===== config.mk =====
export PLATFORM = sky130hd
export DESIGN_NAME = sm_encode_serial
export DESIGN_NICKNAME = d
export VERILOG_FILES = /design/src/rtl/sm_pkg.sv /design/src/rtl/serial_neg_bit.sv /design/src/rtl/sm_encode_serial.sv
export SDC_FILE = /design/constraint.sdc
export NUM_CORES = 1
export LEC_CHECK = 0
export CAP_MARGIN = 5
export CORE_ASPECT_RATIO = 0.7
export CORE_MARGIN = 1
export CORE_UTILIZATION = 55
export CTS_CLUSTER_DIAMETER = 50
export DETAILED_ROUTE_END_ITERATION = 10
export DONT_BUFFER_PORTS = 1
export GPL_TIMING_DRIVEN = 0
export MAX_ROUTING_LAYER = met4
export PLACE_DENSITY_LB_ADDON = 0.15
export SYNTH_ARGS = -nofsm -noshare
export SYNTH_HDL_FRONTEND = slang
export SYNTH_SLANG_ARGS = --single-unit

===== constraint.sdc =====
create_clock -name Clock -period 1.4 [get_ports Clock]
set_input_delay 0.14 -clock Clock [delete_from_list [all_inputs] [get_ports Clock]]
set_output_delay 0.14 -clock Clock [all_outputs]
set_load 0.005 [all_outputs]

===== src/rtl/sm_pkg.sv =====
`default_nettype none
// +--------------------------------------------------------------------------+
// | sm_pkg: shared types and helpers for the sign-magnitude serial encoder.  |
// | Rev 1.0                                                                  |
// +--------------------------------------------------------------------------+
package sm_pkg;

    localparam int SM_W = 8;

    typedef enum logic [1:0] {
        IDLE  = 2'd0,
        SHIFT = 2'd1,
        DONE  = 2'd2
    } sm_state_e;

    // Never returns 0 so a counter declared from it always has at least one bit.
    function automatic int clog2(input int v);
        int r;
        r = 0;
        while ((1 << r) < v) r++;
        return (r < 1) ? 1 : r;
    endfunction

endpackage
`default_nettype wire


===== src/rtl/serial_neg_bit.sv =====
`default_nettype none
// +--------------------------------------------------------------------------+
// | serial_neg_bit: one bit per clock of copy-until-first-one-then-invert.   |
// | Rev 1.0                                                                  |
// +--------------------------------------------------------------------------+
module serial_neg_bit (
    input  logic clk_i,
    input  logic rst_i,
    input  logic clr_i,
    input  logic en_i,
    input  logic sign_i,
    input  logic bit_i,
    output logic out_bit_o
);

    logic seen_q;
    logic seen_d;

    always_comb begin
        out_bit_o = bit_i ^ (sign_i & seen_q);
        seen_d    = seen_q;
        if (clr_i) begin
            seen_d = 1'b0;
        end else if (en_i) begin
            seen_d = seen_q | bit_i;
        end
    end

    always_ff @(posedge clk_i or posedge rst_i) begin
        if (rst_i) begin
            seen_q <= 1'b0;
        end else begin
            seen_q <= seen_d;
        end
    end

endmodule
`default_nettype wire


===== src/rtl/sm_encode_serial.sv =====
`default_nettype none
// +--------------------------------------------------------------------------+
// | sm_encode_serial: bit-serial two's-complement to sign-magnitude encoder. |
// | Define SM_ENCODE_SAT_EN to saturate -2^(W-1) to {1,all ones} with Ovf.   |
// | Rev 1.0                                                                  |
// +--------------------------------------------------------------------------+
module sm_encode_serial
    import sm_pkg::*;
#(
    parameter int W = SM_W
) (
    input  logic         Clock,
    input  logic         Reset,
    input  logic [W-1:0] DataIn,
    input  logic         InValid,
    output logic         InReady,
    output logic [W-1:0] DataOut,
    output logic         OutValid,
    input  logic         OutReady,
    output logic         Ovf
);

    localparam int CW = clog2(W - 1);

    sm_state_e     state_q;
    sm_state_e     state_d;
    logic [W-2:0]  shreg_q;
    logic [W-2:0]  mag_q;
    logic          sign_q;
    logic [CW-1:0] count_q;

    logic          w_accept;
    logic          w_shift;
    logic          w_last;
    logic          w_out_bit;

    assign w_accept = (state_q == IDLE) && InValid;
    assign w_shift  = (state_q == SHIFT);
    assign w_last   = w_shift && (count_q == CW'(W - 2));

    serial_neg_bit u_neg (
        .clk_i     (Clock),
        .rst_i     (Reset),
        .clr_i     (w_accept),
        .en_i      (w_shift),
        .sign_i    (sign_q),
        .bit_i     (shreg_q[count_q]),
        .out_bit_o (w_out_bit)
    );

    always_ff @(posedge Clock or posedge Reset) begin
        if (Reset) begin
            state_q <= IDLE;
        end else begin
            state_q <= state_d;
        end
    end

    always_comb begin
        state_d = state_q;
        case (state_q)
            IDLE:    if (InValid)  state_d = SHIFT;
            SHIFT:   if (w_last)   state_d = DONE;
            DONE:    if (OutReady) state_d = IDLE;
            default:               state_d = IDLE;
        endcase
    end

    // Minimum negative is the only input whose magnitude comes out all zeros
    // with the sign set, so it is recognised from the held result in DONE.
    always_comb begin
        InReady  = (state_q == IDLE);
        OutValid = (state_q == DONE);
        DataOut  = '0;
        Ovf      = 1'b0;
        if (state_q == DONE) begin
`ifdef SM_ENCODE_SAT_EN
            if (sign_q && (mag_q == '0)) begin
                DataOut = '1;
                Ovf     = 1'b1;
            end else begin
                DataOut = {sign_q, mag_q};
            end
`else
            DataOut = {sign_q, mag_q};
`endif
        end
    end

    always_ff @(posedge Clock or posedge Reset) begin
        if (Reset) begin
            shreg_q <= '0;
            mag_q   <= '0;
            sign_q  <= 1'b0;
            count_q <= '0;
        end else if (w_accept) begin
            shreg_q <= DataIn[W-2:0];
            mag_q   <= '0;
            sign_q  <= DataIn[W-1];
            count_q <= '0;
        end else if (w_shift) begin
            mag_q[count_q] <= w_out_bit;
            count_q        <= count_q + 1'b1;
        end
    end

endmodule
`default_nettype wire


==> run metrics, run 1 <==
Area Growth Syn to Fin 51.13%; CORE AREA 2172 um2; Tmin final 1.718 ns; ys async rst share 1.000; Setup crit end kind register; RSZ-0062 raised after global routing yes; mux cell area share after synthesis 0.1005; # DRC 0; die height 42.21 um; Synth Area per Inst 9.922 um2; Final Hold Vio Count 0; crit path max fanout 6; clk buf depth 2; switch share 0.4820; Pre-antenna DRT Iters 4; r2r endpoint mag_q[0]; WL final 4183 um; main combinational cell family by area after synthesis simple AND/OR/NAND/NOR gates; Hold Crit Start InValid; top_reg_cell synth dfrtp_1; DRT antenna net count 0; Synth Area in Compound Gates 0.1931; initial antenna violation count 0; fin nets 173; Cell Pwr Density 2424 nW/um2; Inst Count DP 160; sw power 2243 uW; failing checks setup timing; Min Hold Slack 0.07728 ns; CP Class register to register; Pint 2411 uW; grt ovf 0; Starting Density 0.5847; period utilization 1.227; Worst-Skew Late Latency 0.33 ns; Post-Synthesis Cells 128; P_leak 0.0007501 uW; Startpoint Class register; Clk pin slew, worst setup/hold paths 0.13 ns; vias per inst 6.484; Slew Viols, Final 0; largest net degree at the start of global routing 22; Ys Warns 0; hold path endpoint count_q[1]; clock root buffer clkbuf_4; die area 2508 um2; Post-Synth XOR/XNOR Area 0; maximum vdd drop 1650 uV; total CTS buffers 3; non-filler cells, final 190; #FFs+latches synth 21; IO Count 23; Routability Congestion 0.8779; Slew @ Worst Pin 0.8198 ns; count of port buffers added during placement 0; Hold Path Depth 3; worst path arrival time 1.95 ns; reg-to-reg slack, setup -0.32 ns; Iter 0 DRT Violations 110; Ant. Diodes 0; CP Data Required Time 1.63 ns; Final Core Density 0.8836; EDFF count, synth 0; dpl hpwl 1926 um; layout cells sized above 1 0.4684; Comb pwr share 0.680; Fin Setup TNS -2.104 ns; CTS tree built; H-tree Lvls 1; Reg2Reg Depth 6; Setup Skew 0.01375 ns; min-delay worst type input pin to register; post-synthesis adder-cell area fraction 0.01970; fillers 104; library cells used by synthesis 37; status finished, violations left; vias in the first global route 1,045; drt wl/cell 22.02 um; all-layer global routing usage 0.2855; Clk pwr share 0.068; DR vias 1,232; number of max-cap violations 0; row cnt 14; FF-to-FF Start count_q[1]; Final setup viols 18; sequential share of power 0.252; sequential element share of the synthesized area 0.4138; fmax 0.5821 GHz; cell area after synthesis 1270 um2; Simple-Gate Fraction of Synth Area 0.2138; die extent in x 59.44 um; first-pass GRT wire length 5030 um; setup ws final -0.3179 ns; Syn Nets 142; Relative slew margins 0.4535; clk sinks 21
==> cells in the mapped netlist, drive strengths merged, types with 2 or more instances <==
cell type / instances / share of area
dfrtp: 21 / 0.41
o21ai: 11 / 0.043
nor3: 9 / 0.035
a211oi: 8 / 0.057
mux2: 8 / 0.071
and2: 7 / 0.034
nor4: 7 / 0.034
buf: 6 / 0.033
inv: 6 / 0.018
nand2: 6 / 0.018
nor2: 5 / 0.015
nand3: 4 / 0.016
and3: 3 / 0.015
mux2i: 3 / 0.030
nand2b: 3 / 0.015
clkbuf: 2 / 0.0059
ha: 2 / 0.020
nor2b: 2 / 0.0099
o2bb2ai: 2 / 0.014
or3: 2 / 0.0099
==> flip-flops by register name, summed over array words and instances, names as in the netlist <==
| register | count |
|---|---|
| shreg_q | 7 |
| count_q | 3 |
| state_q | 2 |
| mag_q | 7 |
| sign_q | 1 |
| u_neg.seen_q | 1 |
==> critical path, stage by stage (launching register included) <==
cell and delay [ns]:
dfrtp_1 0.42, buf_6 0.16, buf_4 0.14, nor2_1 0.30, nand3_1 0.26, a211oi_2 0.28
nor3_2 0.07
==> area by class of cell <==
type                    count  area [um2]  share of cell area
multi-input cells          93       964.7              0.5026
flip-flops and latches     21       528.0              0.2751
repair buffers             26       265.3              0.1382
plain buffers               8       72.57             0.03781
well taps                  32       40.04             0.02086
clock buffers               4       26.28             0.01369
inverters                   6       22.52             0.01173
==> placed cells by master, fill, tap and decap left out, types with 3 or more instances in the layout <==
cell type / netlist / final
dfrtp_1: 21 / 19
buf_4: 2 / 12
dlygate4sd3_1: 0 / 10
o21ai_0: 8 / 8
buf_6: 1 / 7
a211oi_2: 0 / 7
nor4_4: 0 / 6
and2_1: 7 / 5
nand2_1: 6 / 5
nor3_1: 9 / 5
nor3_2: 0 / 4
mux2_4: 0 / 4
mux2_1: 8 / 4
inv_2: 2 / 3
mux2i_4: 0 / 3
and3_1: 3 / 3
nor2_4: 0 / 3
inv_1: 4 / 3
o21ai_1: 3 / 3
clkbuf_4: 0 / 3
==> power groups by stage <==
stage | Sequential, uW | Combinational [uW] | Clock, uW
detailed placement | 1080 | 1710 | 0
floorplan | 1040 | 1410 | 0
finish | 1170 | 3160 | 316
global route | 1190 | 3300 | 354
CTS | 1090 | 2010 | 310
global placement | 1070 | 1650 | 0
==> worst max-delay path by stage <==
stage,end,startpoint,slack [ns],cells past startpoint
global route,mag_q[0],count_q[1],-0.39,6
finish,mag_q[0],count_q[1],-0.32,6
CTS,mag_q[4],count_q[1],-0.15,5
detailed placement,shreg_q[0],state_q[0],-0.21,5
floorplan,mag_q[1],count_q[1],-0.06,5
global placement,shreg_q[4],state_q[0],-0.15,5
==> per-stage QoR <==
stage,worst slack (ns),instance area [um2],total power [uW]
floorplan,-0.05565,1272,2443
detailed placement,-0.2101,1313,2791
CTS,-0.1479,1559,3414
global placement,-0.1481,1313,2722
global route,-0.3877,1919,4852
finish,-0.3179,1919,4653
==> per-layer routing <==
metal	GRT usage	wire (um)	share of wire
met1	0.3902	1721	0.41
met2	0.4045	1971	0.47
met3	0.07407	357	0.085
met4	0.1143	133	0.032
met5	-	0	0
==> timing repair <==
| action | 4_1_cts | 5_1_grt |
|---|---|---|
| setup endpoints to repair | 23 | 21 |
| hold buffers | 10 | 0 |
| resized for setup | 22 | 48 |
| setup buffers | 5 | 10 |
| pin swaps | 4 | 18 |
| hold endpoints to repair | 30 | 0 |
| cloned | 0 | 1 |
==> cells by family after synthesis <==
logic type / Yosys count
and+or+nand+nor: 50
muxes: 11
other: 1
AOI/OAI and AO/OA: 29
adders and majority gates: 2
buffers and inverters: 14
DFF: 21
No activity file was read; power rests on OpenSTA's default activity.
==> run 2: changes to the inputs <==
CORE_MARGIN = default   (was 1)
GPL_TIMING_DRIVEN = default   (was 0)
==> run 2 against run 1 <==
Net effect: the run still ends with setup timing left; clock-buffer cell count did not move; register-to-register slack improved by 0.06 ns; highest routed layer unchanged; wire length increased by 3.2%; flip-flop and latch count unchanged; clock skew fell by 0.0025 ns; hold slack gained 0.042 ns; fmax is 3.4% higher; utilization down 2.0 points; largest cell class unchanged; worst setup slack better by 0.057 ns.
==> run metrics, run 2 (synthesized netlist as in run 1, its figures left out) <==
maximum vdd drop 1520 uV (-7.9%); Clk pwr share 0.066 (-0.002); most common cell after layout, fill and taps aside buf_4; most frequent cells in the layout buf_4 (25), dfrtp_1 (18), dlygate4sd3_1 (10); sw power 2192 uW (-2.3%); sequential share of power 0.262 (+0.010); CP Cell Sequence mux2i_4 > a211oi_4 > buf_4 > nor4_2 > nor3_1; Comb pwr share 0.671 (-0.009); fillers 107 (+2.9%); total CTS buffers 3 (unchanged); Final setup viols 15 (-3); Area Growth Syn to Fin 47.68%; Slew Viols, Final 0 (unchanged); period utilization 1.186 (-0.04075); Placement Cell Area 1449 um2 (+10%); Startpoint Class register; DRT antenna net count 0 (unchanged); crit path max fanout 6 (unchanged); WL final 4317 um (+3.2%); P_leak 0.0007468 uW (-0.44%); die extent in x 59.44 um (unchanged); slowest CP cell dfrtp_2; Hold Path Depth 2 (-1); Slew @ Worst Pin 0.5586 ns (-0.2612 ns); setup ws final -0.2609 ns (+0.05705 ns); Cell Pwr Density 2480 nW/um2 (+2.3%); clock root buffer clkbuf_4; dpl hpwl 2106 um (+9.4%); failing checks setup timing; Routability Congestion 0.9009 (+2.6%); post-route cell area 1876 um2 (-2.3%); CP Class register to register; min-delay worst type input pin to register; DR vias 1,295 (+5.1%); fmax 0.6021 GHz (+3.4%); Tmin final 1.661 ns (-0.05705 ns); CORE AREA 2172 um2 (unchanged); first-pass GRT wire length 5402 um (+7.4%); grt ovf 0 (unchanged); H-tree Lvls 1 (unchanged); Reg area 529.3 um2 (+0.24%); Worst-Skew Late Latency 0.33 ns (about the same); switch share 0.4713 (-0.01070); layout cells sized above 1 0.4699 (+0.001525); status finished, violations left; clk sinks 21 (unchanged); Reg2Reg Depth 5 (-1); Ant. Diodes 0 (unchanged); drt wl/cell 21.80 um (-0.97%); Largest regs mag_q (7), shreg_q (7), count_q (3); Relative slew margins 0.6276 (+0.1741); Setup Skew 0.01121 ns (-0.002545 ns); multi-input logic area 879.6 um2 (-8.8%); die area 2508 um2 (unchanged); Final Core Density 0.8635 (-0.02016); clk buf depth 2 (unchanged); vias in the first global route 1,157 (+11%); Final Hold Vio Count 0 (unchanged); IO Count 23 (unchanged); # DRC 0 (unchanged); CP Data Required Time 1.62 ns (about the same); Pint 2459 uW (+2.0%); row cnt 14 (unchanged); initial antenna violation count 0 (unchanged); Setup crit end kind register; number of max-cap violations 0 (unchanged); Tot Pwr 4651 uW (about the same); Starting Density 0.5847 (unchanged); CTS tree built; all-layer global routing usage 0.3125 (+0.02702); worst path arrival time 1.88 ns (-0.07 ns); max incr delay on CP 0.52 ns (+0.10 ns); largest net degree at the start of global routing 22 (unchanged); count of port buffers added during placement 0 (unchanged); fin nets 181 (+4.6%); vias per inst 6.540 (+0.87%); RSZ-0062 raised after global routing yes; die height 42.21 um (unchanged); Pre-antenna DRT Iters 4 (unchanged); Clk pin slew, worst setup/hold paths 0.12 ns (about the same); Iter 0 DRT Violations 140 (+27%)
-- run 2: cell count changes in the layout (fill, tap and decap cells not counted), sizes merged --
cell,before,now
clkbuf,6,4
buf,22,32
-- run 2: path summary, 6_finish.rpt --
kind | startpoint | end | slack, ns
min in group asynchronous | Reset | shreg_q[3] | 0.27
setup reg to reg | count_q[1] | mag_q[4] | -0.26
hold reg to reg | shreg_q[5] | shreg_q[5] | 0.51
hold / removal | InValid | shreg_q[2] | 0.12
setup / recovery | count_q[1] | mag_q[4] | -0.26
max in group asynchronous | Reset | state_q[0] | 0.88
-- run 2: power by group through the flow --
stage / sequential (uW) / clock (uW) / combinational (uW)
2_1_floorplan: 1040 / 0 / 1410
3_3_place_gp: 1110 / 0 / 1940
3_5_place_dp: 1130 / 0 / 2000
4_1_cts: 1130 / 300 / 2210
5_1_grt: 1240 / 337 / 3250
6_report: 1220 / 309 / 3120
-- run 2: area by class of cell --
class / count / area share
inverters: 6 / 0.01334
repair buffers: 42 / 0.2001
clock buffers: 4 / 0.01401
flip-flops and latches: 21 / 0.2822
multi-input cells: 93 / 0.4690
well taps: 32 / 0.02135
-- run 2: metal layers --
metal  GRT usage  share of wire  vias to the layer above
li1            -              -                      545
met1      0.3931           0.39                      622
met2      0.4517           0.45                      103
met3     0.08025           0.11                       25
met4      0.1857          0.048                        0
met5           -              0                        -
-- run 2: metrics by stage --
| stage | setup TNS, ns | hold slack (ns) | std cells | setup slack (ns) |
|---|---|---|---|---|
| 2_1_floorplan | -0.3894 | 0.1165 | 128 | -0.05565 |
| 3_3_place_gp | -0.4734 | 0.07489 | 175 | -0.08291 |
| 3_5_place_dp | -0.9864 | 0.07957 | 175 | -0.1580 |
| 4_1_cts | -0.7734 | 0.1107 | 190 | -0.1160 |
| 5_1_grt | -3.082 | 0.1183 | 198 | -0.3444 |
| 6_report | -2.189 | 0.1192 | 198 | -0.2609 |
-- run 2: what timing repair did --
action	CTS	global route
setup endpoints to repair	25	25
resized for setup	21	31
hold buffers	10	0
pin swaps	8	12
endpoints found under the hold margin	30	0
cloned	0	0
setup buffers	1	8
-- run 2: critical path, delay by kind of cell (launching register included) --
family / cells / cell delay [ns]
flops: 1 / 0.52
simple gates: 2 / 0.42
mux: 1 / 0.34
buf+inv: 1 / 0.16
compound gates: 1 / 0.13
==> run 3: changes to the inputs <==
ABC_AREA = 1   (was default)
==> run 3 against run 2 <==
Net effect: the flow now finishes without violations; via count down 19%; power down 36%; synthesized cell count up 30%; flip-flop and latch count unchanged; critical path depth down 1; utilization down 14 points; largest cell class unchanged.
==> run metrics, run 3 <==
M1 GR Usage 0.3440 (-0.04915); number of max-cap violations 0 (unchanged); most common cell after layout, fill and taps aside nand2_1; CP bufs+invs 2 (+1); vias in the first global route 939 (-19%); Min Hold Slack 0.1119 ns (-0.007222 ns); Top delay family on crit path flip-flops; total CTS buffers 3 (unchanged); fillers 171 (+60%); worst path arrival time 1.25 ns (-0.63 ns); critical path depth 4 (-1); grt ovf 0 (unchanged); maximum vdd drop 1159 uV (-24%); top cells by count, synth nand2_1 (49), inv_1 (28), dfrtp_1 (21); drt wl/cell 12.07 um (-45%); die extent in x 58.75 um (-1.2%); IO Count 23 (unchanged); Placement Cell Area 1265 um2 (-13%); CP Capture Point DataOut[2]; die height 41.73 um (-1.1%); DR vias 1,046 (-19%); reg-to-reg slack, setup 0.06 ns (+0.32 ns); layout cells sized above 1 0.1957 (-0.2742); sequential element share of the synthesized area 0.4238 (+0.01002); Final Hold Vio Count 0 (unchanged); most common cell in the netlist nand2_1; min-delay worst type input pin to register; clk buf depth 2 (unchanged); Final Core Density 0.7276 (-0.1359); vias per inst 4.888 (-25%); Post-Synthesis Cells 166 (+30%); Tot Pwr 2996 uW (-36%); row cnt 13 (-1); Syn Nets 180 (+27%); Tmin final 1.391 ns (-0.2698 ns); crit path max fanout 5 (-1); most frequent cells in the layout nand2_1 (49), inv_1 (28), dfrtp_1 (18); first-pass GRT wire length 4215 um (-22%); CP startpoint state_q[1]; Synth Area per Inst 7.470 um2 (-25%); RSZ-0062 raised after global routing yes; Fin Setup TNS 0 ns (+2.189 ns); slowest CP cell dfrtp_2; post-route cell area 1444 um2 (-23%); CP Cell Sequence inv_1 > nor2_4 > clkinv_2 > nor2_1; H-tree Lvls 1 (unchanged); status finished clean; CP Data Required Time 1.26 ns (-0.36 ns); r2r endpoint state_q[0]; # DRC 0 (unchanged); cell area after synthesis 1240 um2 (-2.4%); Cell Pwr Density 2075 nW/um2 (-16%); P_leak 0.0007948 uW (+6.4%); GRT Max-Usage Layer met1; Iter 0 DRT Violations 50 (-64%); Area Growth Syn to Fin 16.45%; period utilization 0.9936 (-0.1927); Hold Path Depth 3 (+1); Setup Skew 0.003687 ns (-0.007521 ns); Reg2Reg Depth 4 (-1); CP Class register to output pin; Ys Warns 0 (unchanged); Clk pin slew, worst setup/hold paths 0.11 ns (about the same); WL final 2582 um (-40%); dpl hpwl 1764 um (-16%); Ant. Diodes 0 (unchanged); met2 track demand over resource 0.3318 (-0.1199); Slew Viols, Final 0 (unchanged); #FFs+latches synth 21 (unchanged); clock root buffer clkbuf_4; post-synth top area share 0.4238 (+0.01002); all-layer global routing usage 0.2386 (-0.07393); Largest regs mag_q (7), shreg_q (7), count_q (3); CORE AREA 1984 um2 (-8.6%); Pre-antenna DRT Iters 4 (unchanged); DRT antenna net count 0 (unchanged); FF-to-FF Start state_q[0]; clk sinks 21 (unchanged); ys async rst share 1.000 (unchanged); fmax 0.7189 GHz (+19%); count of port buffers added during placement 0 (unchanged); Final setup viols 0 (-15); EDFF count, synth 0 (unchanged); die area 2451 um2 (-2.3%); Routability Congestion 0.8732 (-3.1%); max incr delay on CP 0.42 ns (-0.10 ns); Synth area leader dfrtp_1; CTS tree built; library cells used by synthesis 26 (-30%); Worst-Skew Late Latency 0.31 ns (-0.02 ns); fin nets 199 (+9.9%); Setup crit end kind output pin; top cells by area, synth dfrtp_1 (42%), nand2_1 (15%), inv_1 (8.5%), nor2_1 (5.8%), nand3_1 (3.6%); top_reg_cell synth dfrtp_1; M3 GR Usage 0.08100 (+0.0007500); initial antenna violation count 0 (unchanged); largest net degree at the start of global routing 22 (unchanged); Startpoint Class register; Starting Density 0.6248 (+0.04016)
## run 3: changes by cell type after synthesis, moves of 7 or more
cell,before,now
nand2_1,6,49
o21ai_0,8,1
nor4_1,7,0
a211oi_1,7,0
mux2_1,8,0
inv_1,4,28
nor2_1,5,19
nor3_1,9,0
and2_1,7,0
a21oi_1,0,8
## run 3: worst reg2reg max path: stages, from the launching register on
cell and delay, ns:
dfrtp_1 0.43, nor2_2 0.09, nand2_4 0.13, clkinv_2 0.24, or2_2 0.35
## run 3: how the worst min path moves through the flow
| stage | endpoint | from | slack (ns) |
|---|---|---|---|
| after floorplan | count_q[0] | Reset | 0.12 |
| after global placement | mag_q[6] | Reset | 0.08 |
| after detailed placement | mag_q[6] | Reset | 0.08 |
| after CTS | count_q[0] | InValid | 0.18 |
| after global routing | count_q[0] | InValid | 0.1 |
| final | count_q[0] | InValid | 0.11 |
## run 3: logic make-up after synthesis
kind of cell	synth area share
AO/OA/AOI/OAI	0.06660
other	0.003024
AND/OR/NAND/NOR	0.3360
adder cells (fa/ha/maj)	0.02018
flip-flops	0.4238
buffers and inverters	0.1433
XOR/XNOR	0.007065
## run 3: through the flow
stage | instances | setup slack (ns)
3_3_place_gp | 196 | 0.09135
6_report | 214 | 0.008987
3_5_place_dp | 196 | 0.03548
5_1_grt | 214 | -0.03732
2_1_floorplan | 166 | 0.1890
4_1_cts | 212 | 0.009609
## run 3: what timing repair did
action | CTS | global route
buffers inserted | 1 | 1
hold buffers | 10 | 0
endpoints found under the setup margin | 8 | 17
endpoints found under the hold margin | 30 | 0
cloned | 1 | 1
gates resized for setup | 4 | 7
## run 3: layout make-up
cell class                      instances  area [um2]  share of cell area
Clock buffer                            4       26.28             0.01820
Inverter                               32       130.1             0.09012
Multi-Input combinational cell        108       556.8              0.3856
Sequential cell                        21       529.3              0.3666
Tap cell                               30       37.54             0.02600
Timing Repair Buffer                   17       152.6              0.1057
Timing Repair inverter                  2       11.26            0.007799
## run 3: routing by layer
layer  share of wire  routed length, um
met5               0                  0
met4          0.0050                 13
met3           0.070                181
met2            0.42               1091
met1            0.50               1296
## run 3: power breakdown
group          leakage, uW  switching, uW  internal (uW)
logic             0.000516            988            610
clock network    0.0000150            184            112
registers         0.000264            233            870
